<file path="src/rtl/btn_conditioner.sv">
// btn_conditioner: synchronise, group-debounce and chord-filter push-buttons into a sticky one-hot event latch
module btn_conditioner #(
    parameter int NBTN            = 4,
    parameter int DEBOUNCE_CYCLES = 1000000
) (
    input  logic            clk,
    input  logic            reset,
    input  logic [NBTN-1:0] btn_raw,
    input  logic            evt_ack,
    output logic [NBTN-1:0] btn_level,
    output logic            btn_press,
    output logic [NBTN-1:0] evt_btn,
    output logic            evt_valid,
    output logic            chord_err,
    output logic            overrun
);
    localparam int CNT_W = $clog2(DEBOUNCE_CYCLES);
    typedef enum logic [1:0] {IDLE, DB_PRESS, HELD, DB_REL} state_t;
    state_t state, state_nxt;
    logic [NBTN-1:0] sync1, syn, cand, cand_nxt;
    logic [CNT_W-1:0] cnt, cnt_nxt;
    logic done, cnt_max, one_hot, accept;
    assign cnt_max = cnt == CNT_W'(DEBOUNCE_CYCLES - 1);
    assign one_hot = $onehot(cand);
    assign accept = done && one_hot;
    assign btn_level = ((state == HELD || state == DB_REL) && one_hot) ? cand : '0;
    always_comb begin
        state_nxt = state;
        cnt_nxt = cnt;
        cand_nxt = cand;
        done = 1'b0;
        case (state)
            IDLE: if (|syn) begin
                cand_nxt = syn;
                cnt_nxt = '0;
                state_nxt = DB_PRESS;
            end
            DB_PRESS: if (syn != cand) state_nxt = IDLE;
                else if (cnt_max) begin
                    state_nxt = HELD;
                    done = 1'b1;
                end else cnt_nxt = cnt + CNT_W'(1);
            HELD: if (syn != cand) begin
                cnt_nxt = '0;
                state_nxt = DB_REL;
            end
            DB_REL: if (syn == cand) state_nxt = HELD;
                else if (cnt_max) state_nxt = IDLE;
                else cnt_nxt = cnt + CNT_W'(1);
            default: state_nxt = IDLE;
        endcase
    end
    always_ff @(posedge clk or negedge reset) begin
        if (!reset) begin
            sync1 <= '0;
            syn <= '0;
            state <= IDLE;
            cnt <= '0;
            cand <= '0;
        end else begin
            sync1 <= btn_raw;
            syn <= sync1;
            state <= state_nxt;
            cnt <= cnt_nxt;
            cand <= cand_nxt;
        end
    end
    // a press landing on the same edge as an ack wins and is not an overrun
    always_ff @(posedge clk or negedge reset) begin
        if (!reset) begin
            btn_press <= 1'b0;
            chord_err <= 1'b0;
            evt_btn <= '0;
            evt_valid <= 1'b0;
            overrun <= 1'b0;
        end else begin
            btn_press <= accept;
            chord_err <= done && !one_hot;
            if (accept) begin
                evt_btn <= cand;
                evt_valid <= 1'b1;
                if (evt_valid && !evt_ack) overrun <= 1'b1;
            end else if (evt_ack) begin
                evt_btn <= '0;
                evt_valid <= 1'b0;
            end
        end
    end
endmodule

</file>
<file path="config.mk">
export PLATFORM = sky130hd
export DESIGN_NAME = btn_conditioner
export DESIGN_NICKNAME = d
export VERILOG_FILES = /design/src/rtl/btn_conditioner.sv
export SDC_FILE = /design/constraint.sdc
export NUM_CORES = 1
export LEC_CHECK = 0
export ABC_AREA = 1
export CORE_AREA = 2 2 81 83
export DETAILED_ROUTE_END_ITERATION = 7
export DIE_AREA = 0 0 83 85
export DONT_BUFFER_PORTS = 1
export GPL_ROUTABILITY_DRIVEN = 1
export GPL_TIMING_DRIVEN = 0
export PLACE_DENSITY = 0.64
export SETUP_SLACK_MARGIN = 0.3
export SYNTH_ARGS = -nofsm -noshare
export SYNTH_HDL_FRONTEND = slang
export SYNTH_SLANG_ARGS = --single-unit
</file>
<file path="constraint.sdc">
create_clock -name clk -period 7.9 [get_ports clk]
set_input_delay 1.975 -clock clk [delete_from_list [all_inputs] [get_ports clk]]
set_output_delay 1.975 -clock clk [all_outputs]
set_load 0.05 [all_outputs]
</file>
# Word-level counts from Yosys, hierarchy flattened
# Cells that the tools add are included.
# Widths: inputs -> output; s select.
op_classes:
  n_addsub: 4
  eq_ne: 13
  mux: 21
  n_reduce_logical: 14
ops:
  columns: ["op", "count"]
  rows:
  - ["$mux 20", 5]
  - ["$pmux 20 s4", 1]
  - ["$add 20x1->20 const B", 1]
  - ["$eq 20x20->1 const B", 1]
  - ["$mux 2", 6]
  - ["$mux 4", 3]
  - ["$pmux 2 s4", 1]
  - ["$reduce_and 4->1", 2]
  - ["$ne 2x2->1 const B", 3]
  - ["$mux 1", 5]
  - ["$add 1x1->2", 2]
  - ["$eq 2x2->1 const B", 2]
  - ["$eq 4x4->1", 1]
  - ["$logic_and 1x1->1", 4]
  - ["$ne 4x4->1", 1]
  - ["$reduce_and 2->1", 2]
  - ["$reduce_or 4->1", 1]
  - ["$add 2x2->3", 1]
  - ["$eq 3x1->1 const B", 1]
  - ["$ne 3x2->1 const B", 1]
  - ["$ne 3x3->1 const B", 1]
  - ["$eq 2x1->1 const B", 1]
  - ["$logic_not 1->1", 2]
  - ["$logic_not 2->1", 1]
  - ["3 further kinds", 3]
totals:
  regBits: 42
  inputBits: 7
  elab_cells: 62

# Depth between registers and ports, before layout
logic_depth:
  ltp_word: 6
  depth_mapped: 11
  mapped_depth_nobuf: 10

# Worst setup path after synthesis
# Ideal clock, no wire load.
synth_path:
  path_type: "reg-to-output"
  startpoint: "register cand[0]"
  endpoint: "output port btn_level[0]"
  t_arrival_ns: 2.614
  t_required_ns: 5.925
  setup_slack_ns: 3.311
  path_stages_with_launch: 9
  n_path_buf: 0
  cell_sequence: "dfrtp_1 -> inv_2 -> fa_1 -> inv_1 -> ha_1 -> ha_1 -> nor3_2 -> nand2_1 -> nor2_1"
synth_between:
  elab_chain_cells: 5
synth_rtl:
  columns: ["item", "line", "text"]
  rows:
  - ["from (decl)", "20", "logic [NBTN-1:0] sync1, syn, cand, cand_nxt;"]
  - ["from (signal assigned)", "65", "cand <= cand_nxt;"]
  - ["$add 1x1->2 (not written as such)", "24", "assign one_hot = $onehot(cand);"]
  - ["$add 2x2->3 (not written as such)", "24", null]
  - ["$eq 3x1->1", "24", null]
  - ["$logic_and 1x1->1", "26", "assign btn_level = ((state == HELD || state == DB_REL) && one_hot) ? cand : '0;"]
  - ["$mux 4 (*)", "26", null]
  - ["to (decl)", "10", "output logic [NBTN-1:0] btn_level,"]
# Mark *: on every way between the ends. The rest lies on a longest branch, timed or not.

# Final worst setup path
layout_path:
  startpoint: "register cand[0]"
  endpoint: "output port btn_level[1]"
layout_between:
  elab_chain_cells: 5
layout_rtl:
  columns: ["item", "line"]
  rows:
  - ["$add 1x1->2 (not written as such)", "24"]
  - ["$add 2x2->3 (not written as such)", "24"]
  - ["$eq 3x1->1", "24"]
  - ["$logic_and 1x1->1", "26"]
  - ["$mux 4", "26"]
# No other way between the ends.

==> impl_metrics.py <==
metrics = {
    "status": {
        "status": "completed",
    },
    "global_route": {
        "gr-total-overflow": 0,
        "track_usage_pct": 15.9,
        "grt_pass1_wl_mm": 9.02,
        "grt_max_degree": 43,
        "grt_pass1_vias": 1875,
        "antenna_found_initial": 0,
    },
    "floorplan": {
        "fp.dieW_um": 83,
        "die_y_um": 85,
        "rows": 29,
        "core_um2": 6200,
        "num_io_pins": 19,
        "initial_core_util_pct": 38.8,
        "die_area_um2": 7060,
    },
    "yosys": {
        "synth-seq-cells": 42,
        "yosys_warnings": 0,
        "syn_area_per_cell_um2": 7.81,
        "ys_seq_area_share_pct": 43.7,
        "synthCells": 308,
        "synth.largest_area_cell": "dfrtp_1",
        "syn_nets": 319,
        "synth_area_leaders": "dfrtp_1 44%, nand2_1 14%, nand3_1 7.5%, o21ai_2 7.3%, nor2_1 5.3%",
        "netlist_area_um2": 2400,
        "synth.top_cell.area_share_pct": 43.7,
        "synth_cell_type_count": 26,
    },
    "clock_tree": {
        "hold_buffers": 0,
        "clk_latency_ns": 0.31,
        "tritoncts.num_buffers": 5,
        "clockBufferDepth": 2,
        "post-cts-setup-buffer-count": 0,
        "cts-root-buf": "clkbuf_8",
        "clkTransAtPathRegs_ns": 0.08,
        "cts_sinks": 42,
        "cts_resized": 0,
        "cts_tree": "built",
        "h-tree-depth": 2,
    },
    "placement": {
        "io_buffers": 0,
        "post-dp-hpwl_mm": 3.80,
        "gp_congestion": 0.897,
    },
    "route": {
        "drtIter0Drc": 140,
        "ant_nets": 0,
        "wl_mm": 5.22,
        "vias": 2011,
        "wl_met1_mm": 2.50,
        "wl_met2_mm": 2.43,
        "drc": 0,
        "wl_met3_um": 190,
        "avgRoutedWirePerCell_um": 13.3,
        "vias_per_cell": 5.12,
        "first_pass_iters": 4,
        "highest_layer": "met4",
    },
    "sta": {
        "hold_viol": 0,
        "fin_setup_tns_ns": 0,
        "worst_pin_slew_ns": 0.890,
        "layout_min_cycle_time_ns": 5.13,
        "rsz0062_at_grt": "no",
        "slew_viol_final": 0,
        "max_slew_margin_pct": 40.4,
        "fin_crit_sh_pct": 64.9,
        "skew_ns": 0.00866,
        "fmax_ghz": 0.195,
        "setup_viol": 0,
        "holdWs_ns": 0.353,
    },
    "setup_path": {
        "cp-end-kind": "output pin",
        "reg2reg_to": "evt_btn[3]",
        "arrival_ns": 3.15,
        "worst_r2r_path_depth": 9,
        "cp_max_fo": 8,
        "r2r_start": "cand[0]",
        "worstSetupStartpoint": "cand[0]",
        "crit_type": "reg -> out",
        "cp-start-kind": "register",
        "r2r_slack_ns": 5.40,
        "required_ns": 5.93,
    },
    "pwr": {
        "peakVddDrop_v": 0.000100,
        "powerDensity_nw_per_um2": 248,
        "cellLeakagePower_nw": 1.14,
    },
    "cells_and_area": {
        "area_growth_pct": 7.60,
        "finish.net_count": 326,
        "fill_cells": 628,
        "multiInputGateArea_um2": 1180,
        "drive_gt1_share_pct": 16.1,
        "n_antenna_cell": 0,
        "regArea_um2": 1050,
    },
    "run": {
        "maxCapViolations": 0,
    },
    "worst_hold_path": {
        "hold_path_class": "reg -> reg",
        "hold_end": "syn[0]",
        "min-delay-start": "sync1[0]",
        "whs_path_depth": 0,
    },
}
worst max-delay path, stage by stage, from the launching register on:
cell and delay [ns]:
dfrtp_1 0.42, inv_2 0.08, fa_1 0.53, inv_1 0.04
ha_1 0.17, ha_1 0.28, nor3_2 0.41, nand2_1 0.21
nor2_1 0.72
sequential cells by signal, indices dropped and copies added, names as in the netlist, named ones only:
register,count
overrun,1
cnt,20
btn_press,1
sync1,4
syn,4
state,1
cand,4
evt_valid,1
chord_err,1
evt_btn,4
cells in the mapped netlist:
cell,count
nand2_1,92
dfrtp_1,42
nand3_1,36
nor2_1,34
inv_1,28
o21ai_2,20
nand4_1,11
o21ai_0,8
or2_2,5
buf_6,4
nand2_2,4
ha_1,3
inv_2,3
o21bai_1,3
nor2_2,2
nor2_4,2
nor3_1,2
buf_2,1
clkbuf_1,1
fa_1,1
nand2_4,1
nand3b_1,1
nand4_4,1
nor3_2,1
or2_1,1
xor2_1,1
routing by layer:
metal	GRT usage, %	vias up
met5	0	-
met4	5.81	0
met3	3.02	6
met2	25.5	39
met1	21.7	960
li1	-	1006
how the worst max path moves through the flow:
stage | to | slack [ns] | cells after the start
2_1_floorplan | btn_level[0] | 3.31 | 8
3_3_place_gp | btn_level[1] | 3.13 | 8
3_5_place_dp | btn_level[0] | 3.10 | 8
4_1_cts | btn_level[0] | 2.76 | 8
5_1_grt | btn_level[2] | 2.60 | 8
6_report | btn_level[1] | 2.77 | 8
final cells by class:
| type | count | share of cell area, % |
|---|---|---|
| Inverter | 31 | 4.50 |
| Buffer | 6 | 2.08 |
| Sequential cell | 42 | 40.6 |
| Tap cell | 77 | 3.72 |
| Clock buffer | 6 | 2.80 |
| Multi-Input combinational cell | 229 | 45.7 |
| Clock inverter | 2 | 0.532 |
metrics by stage:
step | instance area, um2 | total power [mW] | setup slack (ns) | utilization (%) | instances
after floorplan | 2400 | 0.450 | 3.31 | - | 308
after global placement | 2500 | 0.499 | 3.13 | 40.3 | 385
after detailed placement | 2500 | 0.506 | 3.10 | 40.3 | 385
after CTS | 2590 | 0.648 | 2.76 | 41.7 | 393
after global routing | 2590 | 0.690 | 2.60 | 41.7 | 393
final | 2590 | 0.641 | 2.77 | 41.7 | 393
report_power, final:
group / internal (mW) / total, mW / switching, mW
registers: 0.236 / 0.262 / 0.0260
logic: 0.0757 / 0.237 / 0.161
clock network: 0.0625 / 0.142 / 0.0797
total: 0.374 / 0.641 / 0.267
layout by cell type, fill, tap and decap left out, drive strengths merged:
| cell | synthesis | final |
|---|---|---|
| nand2 | 97 | 97 |
| clkinv | 0 | 2 |
| or2 | 6 | 6 |
| o21bai | 3 | 3 |
| inv | 31 | 31 |
| nand3b | 1 | 1 |
| nor3 | 3 | 3 |
| dfrtp | 42 | 42 |
| o21ai | 28 | 28 |
| buf | 5 | 5 |
| nand3 | 36 | 36 |
| nand4 | 12 | 12 |
| clkbuf | 1 | 7 |
| nor2 | 38 | 38 |
| xor2 | 1 | 1 |
| ha | 3 | 3 |
| fa | 1 | 1 |
kinds of logic (layout without fill, tap and decap cells):
group,count (synthesis),in the layout,synth area share [%]
buffers and inverters,37,45,7.08
AOI/OAI and AO/OA,31,31,9.89
DFF,42,42,43.7
and+or+nand+nor,193,193,36.6
xor gates and xnor gates,1,1,0.364
adders and majority gates,4,4,2.39
Note: power is estimated with default switching activity, not from simulation.
